`src/rtl/alu_mdu.sv`:
```
// Execute-stage ALU with an iterative multiply/divide unit that writes HI/LO.
// Build option: define ALU_MDU_DIV_EN to include the restoring divider.
module alu_mdu #(
    parameter int WIDTH = 32,
    parameter int CNTW  = 6
) (
    input  logic             clk,
    input  logic             reset,
    input  logic [WIDTH-1:0] a,
    input  logic [WIDTH-1:0] b,
    input  logic [3:0]       af,
    input  logic             i,
    output logic [WIDTH-1:0] alures,
    output logic             ovfalu,
    input  logic             md_start,
    input  logic [1:0]       md_op,
    input  logic             mthi,
    input  logic             mtlo,
    output logic             busy,
    output logic             done,
    output logic [WIDTH-1:0] hi,
    output logic [WIDTH-1:0] lo,
    output logic             md_err
);

    typedef enum logic [1:0] {IDLE, CALC, FIX} state_t;

    localparam logic [CNTW-1:0] LAST = CNTW'(WIDTH - 1);

    // ---------------- single-cycle ALU ----------------
    logic [WIDTH-1:0] addsub;
    logic             add_ovf;

    always_comb begin
        addsub  = af[1] ? a - b : a + b;
        add_ovf = (af[1] ? (a[WIDTH-1] != b[WIDTH-1]) : (a[WIDTH-1] == b[WIDTH-1]))
                  && (addsub[WIDTH-1] != a[WIDTH-1]);
        case (af)
            4'b0000, 4'b0001,
            4'b0010, 4'b0011: alures = addsub;
            4'b0100:          alures = a & b;
            4'b0101:          alures = a | b;
            4'b0110:          alures = a ^ b;
            4'b0111:          alures = i ? {b[WIDTH/2-1:0], {(WIDTH/2){1'b0}}} : ~(a | b);
            4'b1010:          alures = {{(WIDTH-1){1'b0}}, $signed(a) < $signed(b)};
            4'b1011:          alures = {{(WIDTH-1){1'b0}}, a < b};
            default:          alures = '0;
        endcase
        ovfalu = add_ovf & ~af[0] & ~af[3] & ~af[2];
    end

    // ---------------- MDU datapath ----------------
    state_t             state;
    logic [CNTW-1:0]    cnt;
    logic [2*WIDTH-1:0] prod;      // mult: {partial, multiplier}; div: {remainder, quotient}
    logic [WIDTH-1:0]   opnd;      // multiplicand or divisor magnitude
    logic               is_div;
    logic               neg_q;

    logic               sgn;
    logic [WIDTH-1:0]   mag_a, mag_b;
    logic [WIDTH:0]     mul_sum;
    logic [2*WIDTH-1:0] mul_next, mul_res;

    always_comb begin
        sgn      = ~md_op[0];
        mag_a    = (sgn && a[WIDTH-1]) ? -a : a;
        mag_b    = (sgn && b[WIDTH-1]) ? -b : b;
        mul_sum  = {1'b0, prod[2*WIDTH-1:WIDTH]} + (prod[0] ? {1'b0, opnd} : '0);
        mul_next = {mul_sum, prod[WIDTH-1:1]};
        mul_res  = neg_q ? -prod : prod;
    end

`ifdef ALU_MDU_DIV_EN
    logic               neg_r;
    logic               dz;
    logic [WIDTH:0]     div_shift;
    logic               div_ge;
    logic [WIDTH-1:0]   div_diff, div_hi, div_lo;
    logic [2*WIDTH-1:0] div_next;

    always_comb begin
        div_shift = {prod[2*WIDTH-1:WIDTH], prod[WIDTH-1]};
        div_ge    = div_shift >= {1'b0, opnd};
        // Once the trial fits, the true difference is below 2**WIDTH, so modular subtraction is exact.
        div_diff  = div_shift[WIDTH-1:0] - opnd;
        div_next  = div_ge ? {div_diff, prod[WIDTH-2:0], 1'b1}
                           : {div_shift[WIDTH-1:0], prod[WIDTH-2:0], 1'b0};
        div_hi    = neg_r ? -prod[2*WIDTH-1:WIDTH] : prod[2*WIDTH-1:WIDTH];
        div_lo    = dz ? '1 : (neg_q ? -prod[WIDTH-1:0] : prod[WIDTH-1:0]);
    end
`endif

    // NOTE: all state here is updated with non-blocking assignments so every
    // register samples the pre-edge values regardless of statement order.
    always_ff @(posedge clk) begin
        if (reset) begin
            state  <= IDLE;
            cnt    <= '0;
            prod   <= '0;
            opnd   <= '0;
            is_div <= 1'b0;
            neg_q  <= 1'b0;
            busy   <= 1'b0;
            done   <= 1'b0;
            hi     <= '0;
            lo     <= '0;
            md_err <= 1'b0;
`ifdef ALU_MDU_DIV_EN
            neg_r  <= 1'b0;
            dz     <= 1'b0;
`endif
        end else begin
            done <= 1'b0;
            case (state)
                IDLE: begin
                    if (mthi) hi <= a;
                    if (mtlo) lo <= a;
                    if (md_start) begin
                        state  <= CALC;
                        busy   <= 1'b1;
                        cnt    <= '0;
                        md_err <= 1'b0;
                        is_div <= md_op[1];
                        neg_q  <= sgn & (a[WIDTH-1] ^ b[WIDTH-1]);
`ifdef ALU_MDU_DIV_EN
                        neg_r  <= sgn & a[WIDTH-1];
                        dz     <= (b == '0);
`endif
                        if (md_op[1]) begin
                            prod <= {{WIDTH{1'b0}}, mag_a};
                            opnd <= mag_b;
                        end else begin
                            prod <= {{WIDTH{1'b0}}, mag_b};
                            opnd <= mag_a;
                        end
                    end
                end
                CALC: begin
`ifdef ALU_MDU_DIV_EN
                    prod <= is_div ? div_next : mul_next;
`else
                    if (!is_div) prod <= mul_next;
`endif
                    cnt <= cnt + 1'b1;
                    if (cnt == LAST) state <= FIX;
                end
                FIX: begin
                    state <= IDLE;
                    busy  <= 1'b0;
                    done  <= 1'b1;
                    if (is_div) begin
`ifdef ALU_MDU_DIV_EN
                        hi     <= div_hi;
                        lo     <= div_lo;
                        md_err <= dz;
`else
                        hi     <= '0;
                        lo     <= '0;
                        md_err <= 1'b1;
`endif
                    end else begin
                        {hi, lo} <= mul_res;
                    end
                end
                default: state <= IDLE;
            endcase
        end
    end

endmodule

```
`config.mk`:
```
export PLATFORM = sky130hd
export DESIGN_NAME = alu_mdu
export DESIGN_NICKNAME = d
export VERILOG_FILES = /design/src/rtl/alu_mdu.sv
export SDC_FILE = /design/constraint.sdc
export NUM_CORES = 1
export LEC_CHECK = 0
export BUFFER_PORTS_ARGS = -buffer_cell sky130_fd_sc_hd__buf_2
export CORE_MARGIN = 4
export CORE_UTILIZATION = 35
export DETAILED_ROUTE_END_ITERATION = 8
export MAX_ROUTING_LAYER = met4
export PLACE_DENSITY_LB_ADDON = 0.2
export SLEW_MARGIN = 15
export SYNTH_ARGS = -nofsm -noshare
export SYNTH_HDL_FRONTEND = slang
export SYNTH_SLANG_ARGS = --single-unit
export TNS_END_PERCENT = 1
```
`constraint.sdc`:
```
create_clock -name clk -period 7.8 [get_ports clk]
set_input_delay 1.56 -clock clk [delete_from_list [all_inputs] [get_ports clk]]
set_output_delay 1.56 -clock clk [all_outputs]
set_load 0.01 [all_outputs]
```
==> results.json, run 1 <==
{
  "outcome": "finished clean",
  "holdBufCountCts": 0,
  "finalCritPeriodShare": 0.941,
  "finClkSkew_ns": 0.00786,
  "tightest_slew_ns": 1.07,
  "fill_cells": 4895,
  "synthFlopType": "dfxtp_1",
  "hpwl_microns": 58000,
  "max_freq_mhz": 136,
  "ir_drop_mv": 0.170,
  "final_layout_size_suffix_gt1_frac": 0.126,
  "synth_top_area_frac": 0.208,
  "synth_edf_count": 0,
  "die_x_microns": 226,
  "cts_root_buf": "clkbuf_16",
  "setup_violations": 0,
  "numCtsBuffers": 17,
  "vias": 18200,
  "crit_required_ns": 6.24,
  "max_slew_margin": 0.287,
  "final_hold_viol_count": 0,
  "antenna_found_initial": 3,
  "pwr_density_cell_nw_per_um2": 154,
  "drv_slew": 0,
  "cts_max_level": 4,
  "grt_pass1_vias": 16700,
  "synthTopCellsByArea": "dfxtp_1 21%, ha_1 10%, xnor2_1 7.0%",
  "num_rows": 79,
  "yosys.cell_count.top_type": "nor2_1",
  "grt_pass1_wl_microns": 110000,
  "netlist_area_sq_um": 16600,
  "dieArea_sq_um": 51100,
  "cp_max_fo": 8,
  "via_per_inst": 6.13,
  "clkLatencyLatePin_ns": 0.46,
  "drt_wl_total_microns": 74800,
  "syn_area_per_cell_sq_um": 7.32,
  "fin_setup_tns_ns": 0,
  "cp-start-kind": "input pin",
  "pin_count": 176,
  "drv_cap": 0,
  "cts_resized": 0,
  "gr-total-overflow": 0,
  "synthTopCellsByCount": "266 x nor2_1, 178 x nand2_1, 176 x a21oi_1",
  "p_total_mw": 2.87,
  "syn-num-nets": 2486,
  "multi_input_area_sq_um": 12200,
  "drc": 0,
  "cts_tree": "yes",
  "port_buffers": 175,
  "grt_setup_unrepaired": "false",
  "clockBufferDepth": 2,
  "synthToLayoutAreaGrowth_pct": 12.0,
  "postCtsSetupBuffers": 0,
  "yosysSeqAreaShare": 0.208,
  "synth_top_area_cell": "dfxtp_1",
  "grt_usage": 0.290,
  "synth_async_sr_flop_share": 0,
  "crit_arrival_ns": 5.78,
  "p_leak_nw": 7.99,
  "layout.nets": 2561,
  "initialDrtViolationCount": 1976,
  "min_period_ns": 7.34,
  "dr.pass1.iters": 6,
  "end_kind": "output pin",
  "start_util": 0.356,
  "ys_seq_elements": 173,
  "post_drt_wl_per_cell_microns": 25.2,
  "yosys_warnings": 0,
  "worstHoldPathType": "register to register",
  "syn_inst": 2274,
  "gp_congestion": 0.934,
  "final_util": 0.399,
  "core_sq_um": 46800,
  "crit_type": "input pin to output pin",
  "synthDistinctLibCells": 74,
  "grt_max_degree": 93,
  "clkSinkCount": 173,
  "clk_pin_slew_ns": 0.07,
  "die_y_microns": 226,
  "drtAntennaViolNets": 0,
  "seqCellArea_sq_um": 3460
}
cells by family after synthesis:
kind of cell / Yosys count / share of synthesized area
fa+ha+maj: 136 / 0.104
mux: 34 / 0.0206
compound gates: 742 / 0.305
simple gates: 757 / 0.215
flops: 173 / 0.208
xor+xnor: 165 / 0.0869
buf+inv: 267 / 0.0602
layout make-up:
type	instances	area share
clock inverters	14	0.00967
clock buffers	18	0.0236
flip-flops and latches	173	0.186
multi-input cells	1834	0.656
diodes	1	0.000134
well taps	607	0.0407
repair buffers	212	0.0620
inverters	111	0.0224
placed cells by master, fill, tap and decap left out, types with 11 or more instances in the layout:
master	synthesis	layout
nor2_1	266	262
and3_1	12	12
inv_1	110	110
o31ai_1	28	28
clkbuf_16	0	17
nand2b_1	21	20
mux2i_1	32	32
nor4_1	18	18
o221ai_1	12	12
o21ai_0	120	120
a21o_1	38	38
nor2b_1	14	13
xor2_1	32	32
nand3_1	34	34
or2_2	19	19
a31oi_1	33	33
nand2_1	178	177
o41ai_1	14	14
or4_1	15	15
nor3_1	81	79
buf_4	0	38
o211ai_1	45	45
or3_1	24	24
dfxtp_1	173	172
a221oi_1	60	60
a211oi_1	47	47
and2_1	40	40
buf_2	0	174
o22ai_1	15	15
xnor2_1	133	133
ha_1	133	133
a22o_1	17	17
a22oi_1	22	22
a311oi_1	12	12
a211o_1	12	12
a41oi_1	12	12
nand4_1	11	11
a21oi_1	176	176
metal layers:
layer  vias to the layer above  wire length (microns)  GRT usage
met2                       822                  33700      0.453
met1                      8825                  33700      0.405
met5                         -                      0          -
met3                       100                   5500     0.0286
met4                         0                   1960     0.0733
li1                       8464                      -          -
sequential cells by signal, indices dropped and copies added, names as in the netlist:
| name | flops |
|---|---|
| busy | 1 |
| cnt | 6 |
| done | 1 |
| hi | 32 |
| is_div | 1 |
| lo | 32 |
| md_err | 1 |
| neg_q | 1 |
| opnd | 32 |
| prod | 64 |
| state | 2 |
through the flow:
stage	setup WS, ns	instance area, sq um	std cells	hold slack, ns
finish	0.460	18600	2970	0.449
detailed placement	0.631	18000	2937	0.439
global route	0.206	18600	2970	0.471
floorplan	2.02	16600	2274	0.427
CTS	0.600	18600	2969	0.449
global placement	0.406	18000	2937	0.441
report_power, final:
part	switching (mW)	leakage [nW]	total, mW	internal [mW]
sequential	0.0605	1.42	1.00	0.941
combinational	0.630	6.27	0.956	0.326
clock	0.419	0.296	0.913	0.494
total	1.11	7.99	2.87	1.76
path summary, 6_finish.rpt:
check | slack [ns] | from | cells past startpoint | endpoint
setup / recovery | 0.46 | a[26] | 14 | alures[31]
hold / removal | 0.45 | opnd[15] | 2 | opnd[15]
setup reg to reg | 3.93 | prod[14] | 9 | hi[31]
hold reg to reg | 0.45 | opnd[15] | 2 | opnd[15]
critical path, cell delays in order:
cell and delay, ns:
buf_2 0.23, inv_1 0.20, ha_1 0.47, or2_2 0.36, nor3_1 0.43, nor3b_1 0.36
nand2_1 0.19, a2111oi_1 0.95, buf_4 0.25, o41ai_1 0.12, mux2i_1 0.15, nor4bb_1 0.28
nand2_1 0.08, buf_2 0.14
Power figures use the tool's default switching activity.
==> inputs of run 2 (changes only) <==
--- a/config.mk
+++ b/config.mk
@@ -8,9 +8,10 @@
 export BUFFER_PORTS_ARGS = -buffer_cell sky130_fd_sc_hd__buf_2
 export CORE_MARGIN = 4
 export CORE_UTILIZATION = 35
+export CTS_CLUSTER_SIZE = 10
 export DETAILED_ROUTE_END_ITERATION = 8
 export MAX_ROUTING_LAYER = met4
-export PLACE_DENSITY_LB_ADDON = 0.2
+export PLACE_DENSITY = 0.58
 export SLEW_MARGIN = 15
 export SYNTH_ARGS = -nofsm -noshare
 export SYNTH_HDL_FRONTEND = slang
==> run 2 against run 1 <==
Net effect: sequential power hardly changed; sequential share of layout area hardly changed; non-clock buffer count is 5 higher; cell area is 0.12% higher; clock-buffer cell count is 1 lower.
==> results.json, run 2 (synthesized netlist as in run 1, its figures left out) <==
{
  "outcome": "finished clean",
  "die_x_microns": 226,
  "final_cell_area_sq_um": 18700,
  "vias": 18300,
  "cts_root_buf": "clkbuf_16",
  "max_freq_mhz": 140,
  "clkSinkCount": 173,
  "p_total_mw": 2.83,
  "fin_cells": 2978,
  "clockBufferDepth": 2,
  "numCtsBuffers": 17,
  "postCtsSetupBuffers": 0,
  "r2r_end": "hi[15]",
  "grt_pass1_wl_microns": 109000,
  "cp-start-kind": "input pin",
  "reg2reg_depth": 9,
  "worst_slack_ns": 0.655,
  "finClkSkew_ns": 0.0126,
  "core_sq_um": 46800,
  "clk_pin_slew_ns": 0.07,
  "crit_chain": "buf_2 > inv_1 > ha_1 > or2_2 > nor3_1 > nor3b_1 > nand2_1 > a2111oi_1 > buf_4 > o41ai_1 > mux2i_1 > nor4bb_1 > nand2_1 > buf_2",
  "min_delay_path_depth": 2,
  "worstHoldPathType": "register to register",
  "start_util": 0.356,
  "multi_input_area_sq_um": 12200,
  "crit_type": "input pin to output pin",
  "critPathBufInv": 4,
  "grt_setup_unrepaired": "false",
  "port_buffers": 175,
  "grt_pass1_vias": 16900,
  "final_layout_size_suffix_gt1_frac": 0.129,
  "fill_cells": 4936,
  "placed_cells": 2942,
  "rr_startpoint": "prod[14]",
  "whs_ns": 0.453,
  "gp_congestion": 0.974,
  "finalCritPeriodShare": 0.916,
  "cts_max_level": 4,
  "max_slew_margin": 0.202,
  "drv_cap": 0,
  "min_period_ns": 7.15,
  "grt_usage": 0.284,
  "die_y_microns": 226,
  "initialDrtViolationCount": 1989,
  "post_drt_wl_per_cell_microns": 24.6,
  "r2r_slack_ns": 3.67,
  "cp_top_family": "simple AND/OR/NAND/NOR gates",
  "tightest_slew_ns": 1.20,
  "drt_wl_total_microns": 73300,
  "hpwl_microns": 56800,
  "largest-register": "prod",
  "pre_cts_slack_ns": 0.773,
  "crit_path_max_incr_delay_ns": 0.91,
  "final_util": 0.399,
  "crit_arrival_ns": 5.59,
  "drtAntennaViolNets": 0,
  "largest_reg_flops": 64,
  "ir_drop_mv": 0.163,
  "worstHoldStart": "opnd[20]",
  "num_rows": 79,
  "whs_endpoint": "opnd[20]",
  "cts_resized": 0,
  "via_per_inst": 6.13,
  "cts_tree": "yes",
  "drc": 0,
  "pin_count": 176,
  "final_hold_viol_count": 0,
  "synthToLayoutAreaGrowth_pct": 12.2,
  "layout_commonest_cell": "nor2_1",
  "clkLatencyLatePin_ns": 0.45,
  "drv_slew": 0,
  "pwr_density_cell_nw_per_um2": 152,
  "seqCellArea_sq_um": 3460,
  "end_kind": "output pin",
  "gr-total-overflow": 0,
  "p_leak_nw": 8.01,
  "dpl_cell_area_sq_um": 18000,
  "holdBufCountCts": 0,
  "critPathSlowestCell": "a2111oi_1",
  "layout.nets": 2566,
  "fin_setup_tns_ns": 0,
  "cp_max_fo": 8,
  "crit_required_ns": 6.24,
  "layout_common_cells": "261 x nor2_1, 177 x nand2_1, 176 x a21oi_1",
  "dieArea_sq_um": 51100,
  "grt_max_degree": 106,
  "setup_violations": 0,
  "antenna_found_initial": 4,
  "dr.pass1.iters": 6
}
## run 2: worst register-to-register path: cells and delay by family (launching register included)
| family | cells | cell delay [ns] |
|---|---|---|
| compound gates | 2 | 1.34 |
| flops | 1 | 0.39 |
| simple gates | 6 | 2.04 |
| xor+xnor | 1 | 0.21 |
## run 2: worst max-delay path by stage
stage	startpoint	to	slack, ns	cells past startpoint
after floorplan	a[0]	alures[20]	2.02	13
after global placement	a[26]	alures[31]	0.45	14
after detailed placement	a[26]	alures[31]	0.77	14
after CTS	a[26]	alures[31]	0.75	14
after global routing	a[9]	alures[31]	0.47	14
final	a[26]	alures[31]	0.65	14
## run 2: report_power, final
part	internal, mW	total (mW)	leakage (nW)	switching (mW)
combinational	0.328	0.951	6.29	0.623
clock	0.438	0.884	0.296	0.447
sequential	0.941	0.993	1.42	0.0524
total	1.71	2.83	8.01	1.12
## run 2: cell type report
class	count	share of cell area
antenna	4	0.000536
multi-input combinational	1834	0.655
clock buffer	17	0.0228
inverter	111	0.0223
tap	607	0.0407
timing repair buffer	217	0.0640
clock inverter	15	0.00945
sequential	173	0.186
## run 2: layer usage
layer / GRT usage / part of all wire / vias up
met3: 0.0442 / 0.068 / 139
li1: - / - / 8484
met2: 0.442 / 0.45 / 746
met1: 0.377 / 0.44 / 8882
met5: - / 0 / -
met4: 0.0960 / 0.037 / 0
